## src/rtl/vga_draw_arbiter.sv

```systemverilog
// vga_draw_arbiter: frame-synchronous scheduler for the single vga_adapter
// pixel port. On each frame tick the clients are visited in index order and
// each gets one pixel burst. Accepted pixels are clipped and registered onto
// plot/x/y/colour with one cycle of latency.
// Optional feature macro: DRAW_ARB_TIMEOUT_EN (stalled-burst abort + sticky
// timeout flag).

// Per-lane clip check: a pixel is visible only inside the XMAX x YMAX window.
module vga_draw_arbiter_lane #(
    parameter int XW   = 8,
    parameter int YW   = 7,
    parameter int XMAX = 160,
    parameter int YMAX = 120
) (
    input  logic [XW-1:0] x_i,
    input  logic [YW-1:0] y_i,
    output logic          vis_o
);
    assign vis_o = (int'(x_i) < XMAX) && (int'(y_i) < YMAX);
endmodule

module vga_draw_arbiter #(
    parameter int NCLI    = 4,
    parameter int XW      = 8,
    parameter int YW      = 7,
    parameter int CW      = 3,
    parameter int XMAX    = 160,
    parameter int YMAX    = 120,
    parameter int TIMEOUT = 1023
) (
    input  logic               clock,
    input  logic               resetn,
    input  logic               frame_tick,
    input  logic [NCLI-1:0]    req,
    input  logic [NCLI-1:0]    last,
    input  logic [NCLI*XW-1:0] x_in,
    input  logic [NCLI*YW-1:0] y_in,
    input  logic [NCLI*CW-1:0] col_in,
    output logic [NCLI-1:0]    gnt,
    output logic               plot,
    output logic [XW-1:0]      x,
    output logic [YW-1:0]      y,
    output logic [CW-1:0]      colour,
    output logic               busy,
    output logic               frame_done,
    output logic               overrun
`ifdef DRAW_ARB_TIMEOUT_EN
    ,
    output logic               timeout
`endif
);
    localparam int IW = (NCLI > 1) ? $clog2(NCLI) : 1;
    localparam logic [IW-1:0] LAST_IDX = IW'(NCLI - 1);

    typedef enum logic [1:0] {IDLE, SCAN, BURST, DONE} state_t;

    state_t           state_q, state_d;
    logic [IW-1:0]    idx_q, idx_d;
    logic             overrun_q, overrun_d;
    logic             plot_q, plot_d;
    logic [XW-1:0]    x_q, x_d;
    logic [YW-1:0]    y_q, y_d;
    logic [CW-1:0]    col_q, col_d;

    // Unpacked lane views of the flat client buses.
    logic [NCLI-1:0][XW-1:0] lane_x;
    logic [NCLI-1:0][YW-1:0] lane_y;
    logic [NCLI-1:0][CW-1:0] lane_c;
    logic [NCLI-1:0]         lane_vis;

    for (genvar g = 0; g < NCLI; g++) begin : g_lane
        assign lane_x[g] = x_in[g*XW +: XW];
        assign lane_y[g] = y_in[g*YW +: YW];
        assign lane_c[g] = col_in[g*CW +: CW];
        vga_draw_arbiter_lane #(
            .XW(XW), .YW(YW), .XMAX(XMAX), .YMAX(YMAX)
        ) u_lane (
            .x_i   (lane_x[g]),
            .y_i   (lane_y[g]),
            .vis_o (lane_vis[g])
        );
    end

    logic accept;   // handshake completes this cycle
    logic abort;    // stalled burst given up (timeout build only)
    assign accept = (state_q == BURST) && req[idx_q];

`ifdef DRAW_ARB_TIMEOUT_EN
    logic [9:0] tmo_cnt_q, tmo_cnt_d;
    logic       tmo_q, tmo_d;

    // The abort fires on the stalled cycle that would bring the count to TIMEOUT.
    assign abort = (state_q == BURST) && !req[idx_q] && (tmo_cnt_q == 10'(TIMEOUT - 1));

    // Stall counter: cleared by any accept or when leaving BURST.
    always_comb begin
        tmo_cnt_d = tmo_cnt_q;
        tmo_d     = tmo_q | abort;
        if (state_q != BURST || accept || abort) tmo_cnt_d = '0;
        else                                     tmo_cnt_d = tmo_cnt_q + 10'd1;
    end

    // Timeout counter and sticky flag registers.
    always_ff @(posedge clock) begin
        if (!resetn) begin
            tmo_cnt_q <= '0;
            tmo_q     <= 1'b0;
        end else begin
            tmo_cnt_q <= tmo_cnt_d;
            tmo_q     <= tmo_d;
        end
    end

    assign timeout = tmo_q;
`else
    assign abort = 1'b0;
`endif

    // Schedule FSM next state: visit clients in index order, one burst each.
    always_comb begin
        state_d = state_q;
        idx_d   = idx_q;
        unique case (state_q)
            IDLE: begin
                if (frame_tick) begin
                    state_d = SCAN;
                    idx_d   = '0;
                end
            end
            SCAN: begin
                if (req[idx_q])              state_d = BURST;
                else if (idx_q == LAST_IDX)  state_d = DONE;
                else                         idx_d   = idx_q + 1'b1;
            end
            BURST: begin
                if ((accept && last[idx_q]) || abort) begin
                    if (idx_q == LAST_IDX) begin
                        state_d = DONE;
                    end else begin
                        state_d = SCAN;
                        idx_d   = idx_q + 1'b1;
                    end
                end
            end
            DONE: begin
                // A tick landing on the done cycle starts the next frame directly.
                if (frame_tick) begin
                    state_d = SCAN;
                    idx_d   = '0;
                end else begin
                    state_d = IDLE;
                end
            end
            default: state_d = IDLE;
        endcase
    end

    // Pixel path: clipped pixels complete the handshake but never strobe plot.
    always_comb begin
        overrun_d = overrun_q | (frame_tick && (state_q == SCAN || state_q == BURST));
        plot_d    = accept && lane_vis[idx_q];
        x_d       = x_q;
        y_d       = y_q;
        col_d     = col_q;
        if (plot_d) begin
            x_d   = lane_x[idx_q];
            y_d   = lane_y[idx_q];
            col_d = lane_c[idx_q];
        end
    end

    // State and output registers; reset wins over a coincident frame tick.
    always_ff @(posedge clock) begin
        if (!resetn) begin
            state_q   <= IDLE;
            idx_q     <= '0;
            overrun_q <= 1'b0;
            plot_q    <= 1'b0;
            x_q       <= '0;
            y_q       <= '0;
            col_q     <= '0;
        end else begin
            state_q   <= state_d;
            idx_q     <= idx_d;
            overrun_q <= overrun_d;
            plot_q    <= plot_d;
            x_q       <= x_d;
            y_q       <= y_d;
            col_q     <= col_d;
        end
    end

    // One-hot grant to the owning client while a burst is open.
    always_comb begin
        gnt = '0;
        if (state_q == BURST) gnt[idx_q] = 1'b1;
    end

    assign plot       = plot_q;
    assign x          = x_q;
    assign y          = y_q;
    assign colour     = col_q;
    assign busy       = (state_q != IDLE);
    assign frame_done = (state_q == DONE);
    assign overrun    = overrun_q;

endmodule

```

## config.mk

```make
export PLATFORM = sky130hd
export DESIGN_NAME = vga_draw_arbiter
export DESIGN_NICKNAME = d
export VERILOG_FILES = /design/src/rtl/vga_draw_arbiter.sv
export SDC_FILE = /design/constraint.sdc
export NUM_CORES = 1
export LEC_CHECK = 0
export BUFFER_PORTS_ARGS = -buffer_cell sky130_fd_sc_hd__buf_4
export CAP_MARGIN = 10
export CORE_ASPECT_RATIO = 0.9
export CORE_MARGIN = 10
export CORE_UTILIZATION = 47
export DETAILED_ROUTE_END_ITERATION = 10
export PLACE_DENSITY = 0.92
export SLEW_MARGIN = 20
export SYNTH_ARGS = -nofsm -noshare
export SYNTH_HDL_FRONTEND = slang
export SYNTH_HIERARCHICAL = 1
export SYNTH_SLANG_ARGS = --single-unit
export TNS_END_PERCENT = 20
```

## constraint.sdc

```tcl
create_clock -name clock -period 3.4 [get_ports clock]
set_input_delay 0.17 -clock clock [delete_from_list [all_inputs] [get_ports clock]]
set_output_delay 0.17 -clock clock [all_outputs]
set_load 0.02 [all_outputs]
```

* Yosys cells after proc, flatten, opt, wreduce, memory -nomap -nowiden
Cells that the tools add are included.
** Word-level totals
- Bits in registers :: 24
- Bits of input ports :: 83
- Output and inout port bits :: 26
- Word-level logic and storage cells :: 70
** Cells by class
- Add/subtract/negate cells :: 1
- Magnitude comparators :: 10
- Equal/unequal tests :: 9
- Mux-type cells :: 27
- Bitwise operators :: 1
- Reduce and logical (&&, ||, !) cells :: 15
** Operator list (count)
- $lt A8 B8 Y1 const B :: 4
- $lt A7 B7 Y1 const B :: 4
- $mux W2 :: 9
- $bmux W8 S2 :: 1
- $bmux W7 S2 :: 1
- $logic_and A1 B1 Y1 :: 9
- $mux W8 :: 1
- $pmux W2 S4 :: 1
- $mux W7 :: 1
- $bmux W1 S2 :: 3
- $bmux W3 S2 :: 1
- $eq A2 B2 Y1 const B :: 3
- $pmux W2 S3 :: 1
- $reduce_and A3 Y1 :: 2
- $mux W1 :: 5
- $mux W4 :: 1
- $ne A2 B1 Y1 const B :: 2
- $ne A2 B2 Y1 const B :: 2
- $lt A2 B3 Y1 const B :: 1
- $mux W3 :: 1
- $ne A3 B3 Y1 const B :: 1
- $add A2 B1 Y2 const B :: 1
- $demux W1 S2 :: 1
- $eq A2 B1 Y1 const B :: 1
- 6 further kinds :: 6

* Depth between registers and ports, before layout
- Depth after elaboration :: 6
- Depth in mapped cells :: 8
- Gate-level depth less buffers :: 6

* Modules after synthesis
Netlist, hierarchy kept.
** By module, submodules not included
- vga_draw_arbiter :: instances 1, cells an instance 163, area an instance 1681.6 µm², sequential area each 480.5 µm²
- vga_draw_arbiter_lane :: instances 4, cells an instance 2, area an instance 23.8 µm², sequential area each 0.0 µm²

* Worst setup path before layout
OpenSTA, ideal clock, no wires.
- Path type :: register -> register
- Start point :: register idx_q[0]
- End point :: register plot_q, in the netlist plot
- Library setup time :: 0.113 ns
- Arrival time :: 1.638 ns
- Data required time :: 3.287 ns
- Path slack :: 1.649 ns
- Cell stages (with the launch flop) :: 7
- Path buffers :: 3
- Clock period less this slack :: 1.751 ns
- Cell sequence :: dfxtp_1 -> buf_6 -> mux4_2 -> and3_4 -> buf_6 -> buf_6 -> and2_4
** Between the ends
- Cells in the longest elaborated chain, start to end :: 4
- Elaborated cells on any way between the ends :: 6
- Classes of those cells :: 4 x mux; 2 x reduce/logical
** Ends and longest elaborated chain
- start, declared :: line 58 : logic [IW-1:0] idx_q, idx_d;
- start signal, assigned :: line 184 : idx_q <= idx_d;
- $bmux W1 S2 :: line 86 : assign accept = (state_q == BURST) && req[idx_q];
- $mux W1 (implied by the code) :: line 86
- $logic_and A1 B1 Y1 :: line 86
- $logic_and A1 B1 Y1 (*) :: line 161 : plot_d = accept && lane_vis[idx_q];
- end signal, assigned :: line 186 : plot_q <= plot_d;
- end, declared :: line 60 : logic plot_q, plot_d;
Mark *: on every way between the ends. The rest lies on a longest branch, timed or not. The select of a mux whose other input is x is not followed.
A chain may end at the register's enable or synchronous reset.

* Worst setup path in the final report
- Start point :: register idx_q[0]
- End point :: register y_q[6], in the netlist y[6]
** Between the ends
- Cells in the longest elaborated chain, start to end :: 4
- Elaborated cells on any way between the ends :: 8
- Classes of those cells :: 6 x mux; 2 x reduce/logical
** Ends and longest elaborated chain
- $bmux W1 S2 :: line 86
- $mux W1 (implied by the code) :: line 86
- $logic_and A1 B1 Y1 :: line 86
- $logic_and A1 B1 Y1 :: line 161
- end signal, assigned :: line 188 : y_q <= y_d;
- end, declared :: line 62 : logic [YW-1:0] y_q, y_d;
Several ways; a longest one is shown, not always the timed one. The select of a mux whose other input is x is not followed.

==> metrics.txt <==
status=finished clean; Global Route met1 Usage=around 18%; # nets final=roughly 370; Die Y=78.3 um; CTS tree=done; Core ar.=between 3000 and 4000 um2; IO Count=between 100 and 150; top post-synthesis cells by area=dfxtp_1 (27%), mux4_2 (27%), nand2_1 (9.3%), ha_1 (6.3%), a21boi_1 (4.2%); RSZ-0062 raised after global routing=false; crit end category=flop; CP max stage cell=dfxtp_2; grt total ovfl=0; DRT iter0 DRCs=92; clock net sink count=24; required time worst endpoint=approximately 3.6 ns; CP Launch Point=idx_q[0]; syn nets=approximately 260; filler instances=approximately 270; GP Congestion=0.843; final setup fails=0; post_cts resized=0; Core Rows=21; share of the synthesized area in the top cell type=between 20% and 30%; Post-Syn Area=around 1800 um2; DIE AREA=6640 um2; initial core utilization=about half; clk root buf=clkbuf_8; CP Class=flop to flop; P_leak=~1.1 nW; RR Endpoint=y[6]; post-route antenna net violation count=0; DRC=0; Startpoint Class=flop; Seq/Total Area, Yosys=between 20 and 30%; Vias/cell=between 5 and 6; pre-CTS setup slack=1.23 ns; max-slew violations=0; CTS max path bufs=2; first-pass GRT wire length=9470 um; Worst-Skew Late Latency=around 0.27 ns; Clock power frac=between 20% and 30%; dpl cells=~310; GRT busiest layer=met2; port buffer count=roughly 110; crit path DAT=between 2 and 2.5 ns; DR pass1 iterations=4; total track usage=~17%; YS warnings=6; layout cell share with drive strength beyond 1=a little over half; combinational power share=between 40% and 50%; flops & latches, synth=24; vias=1792; routing usage on met2=between 30 and 40%; PnR worst setup slack=~1.2 ns; Sw Share=between 30% and 40%; Worst Reg-to-Reg Cells=5; Switch Pwr=0.420 mW; vias in the first global route=between 1500 and 2000; hold crit path type=input pin to flop; # diodes=0; initial antenna violation count=0; Final Cycle Share=64.3%; Num CTS Buffers=3; CP peak stage delay=a little under 0.6 ns; WHS=approximately 0.19 ns; maximum fanout along the worst path=18; placed cell area=~2600 um2; CTS H-tree lvls=1; final wirelength=approximately 6000 um; crit path to=y[6]; largest net degree at the start of global routing=29; Max Clock Skew=about 0.0047 ns; Pwr Density=roughly 460 nW/um2; final non-filler cell total=~320; reg-to-reg startpoint=idx_q[0]; Least-Margin Pin Slew=just over 0.4 ns; setup TNS=0 ns; post-route minimum period=2.19 ns; hold buffers post-CTS=0; Synth Instances=around 170; commonest non-fill, non-tap cell in the layout=buf_4; Design Area, Final=between 2000 and 3000 um2; HPWL after DPL=5030 um; Clock Pin Slew Worst Setup and Hold Paths=about 0.090 ns; Die Span X=84.8 um; fmax=458 MHz; Yosys top cell by area=dfxtp_1; Slew headroom=slightly above 70%; Worst VDD drop=372 uV; Maximum Capacitance Violations=0; P&R area growth vs syn=49.4%; Distinct cells, synth=31; Sequential Power Share=around 30%; P_int=just over 0.8 mW; setup bufs post-CTS=0; met3 usage=~5.3%; reg-to-reg slack, setup=about 1.2 ns; cells along the critical path=buf_4 > mux4_2 > nand3_2 > nand2_1 > a21boi_0; WL/cell=around 19 um; Fin. Hold Viols=0; Avg Inst Size Synth=10.4 um2; commonest non-fill, non-tap cells in the layout=buf_4 (110), nand2_1 (44), dfxtp_1 (23)
==> kinds of logic (layout without fill, tap and decap cells) <==
kind of cell             count (synthesis)  count (layout)  synth area share [%]
flip-flops                              24              24                  27.0
buffers and inverters                   19             120                  5.63
AND/OR/NAND/NOR                         57              57                  14.2
multiplexers                            26              26                  29.6
AO/OA/AOI/OAI                           36              36                  17.2
adder cells (fa/ha/maj)                  9               9                  6.34
==> sequential cells by signal, summed over array words and instances, names as in the netlist <==
| register | count |
|---|---|
| colour | 3 |
| idx_q | 2 |
| overrun | 1 |
| plot | 1 |
| state_q | 2 |
| x | 8 |
| y | 7 |
==> worst min path at each step <==
stage | start | end | slack [ns] | cells past startpoint
after floorplan | frame_tick | overrun | 0.34 | 2
after global placement | y[0] | y[0] | 0.44 | 2
after detailed placement | x[2] | x[2] | 0.45 | 2
after CTS | frame_tick | overrun | 0.20 | 3
after global routing | frame_tick | overrun | 0.24 | 3
final | frame_tick | overrun | 0.19 | 3
==> through the flow <==
step	power, mW	utilization, %
4_1_cts	1.23	72.2
5_1_grt	1.30	72.2
2_1_floorplan	0.796	-
6_report	1.22	72.2
3_3_place_gp	0.958	70.2
3_5_place_dp	0.977	70.2
==> power by group through the flow <==
stage	registers [mW]	clock network, mW	logic (mW)
5_1_grt	0.376	0.266	0.656
3_3_place_gp	0.372	0	0.586
4_1_cts	0.368	0.254	0.605
3_5_place_dp	0.374	0	0.603
6_report	0.367	0.253	0.605
2_1_floorplan	0.358	0	0.438
==> critical path, delay by kind of cell (launching register included) <==
kind	cells	cell delay, ns
AO/OA/AOI/OAI	1	0.19
AND/OR/NAND/NOR	2	0.40
flip-flops	1	0.59
multiplexers	1	0.56
buffers and inverters	1	0.35
==> area by class of cell <==
cell class / instances / area (um2) / share of cell area [%]
multi-input combinational: 128 / 1200 / 45.1
tap: 46 / 57.6 / 2.17
timing repair buffer: 110 / 826 / 31.1
inverter: 6 / 22.5 / 0.848
clock buffer: 3 / 41.3 / 1.56
clock inverter: 1 / 30.0 / 1.13
sequential: 24 / 482 / 18.1
==> metal layers <==
metal  wire, um  vias to the layer above  part of all wire, %
li1           -                      827                    -
met3        416                       16                  6.9
met1       2320                      866                   39
met4        212                        0                  3.5
met5          0                        -                    0
met2       3050                       83                   51
==> synth_stat cells (all sizes together) <==
cell,number
a211oi,2
a21boi,18
a21oi,2
a221oi,1
a41oi,4
and2,5
and3,2
buf,6
clkbuf,7
dfxtp,24
ha,9
inv,6
mux2,2
mux2i,3
mux4,21
nand2,44
nand2b,1
nand3,3
nor2,1
nor2b,1
o21a,4
o21ai,2
o21bai,1
o221ai,1
o2bb2ai,1
(Power assumes the default switching activity.)
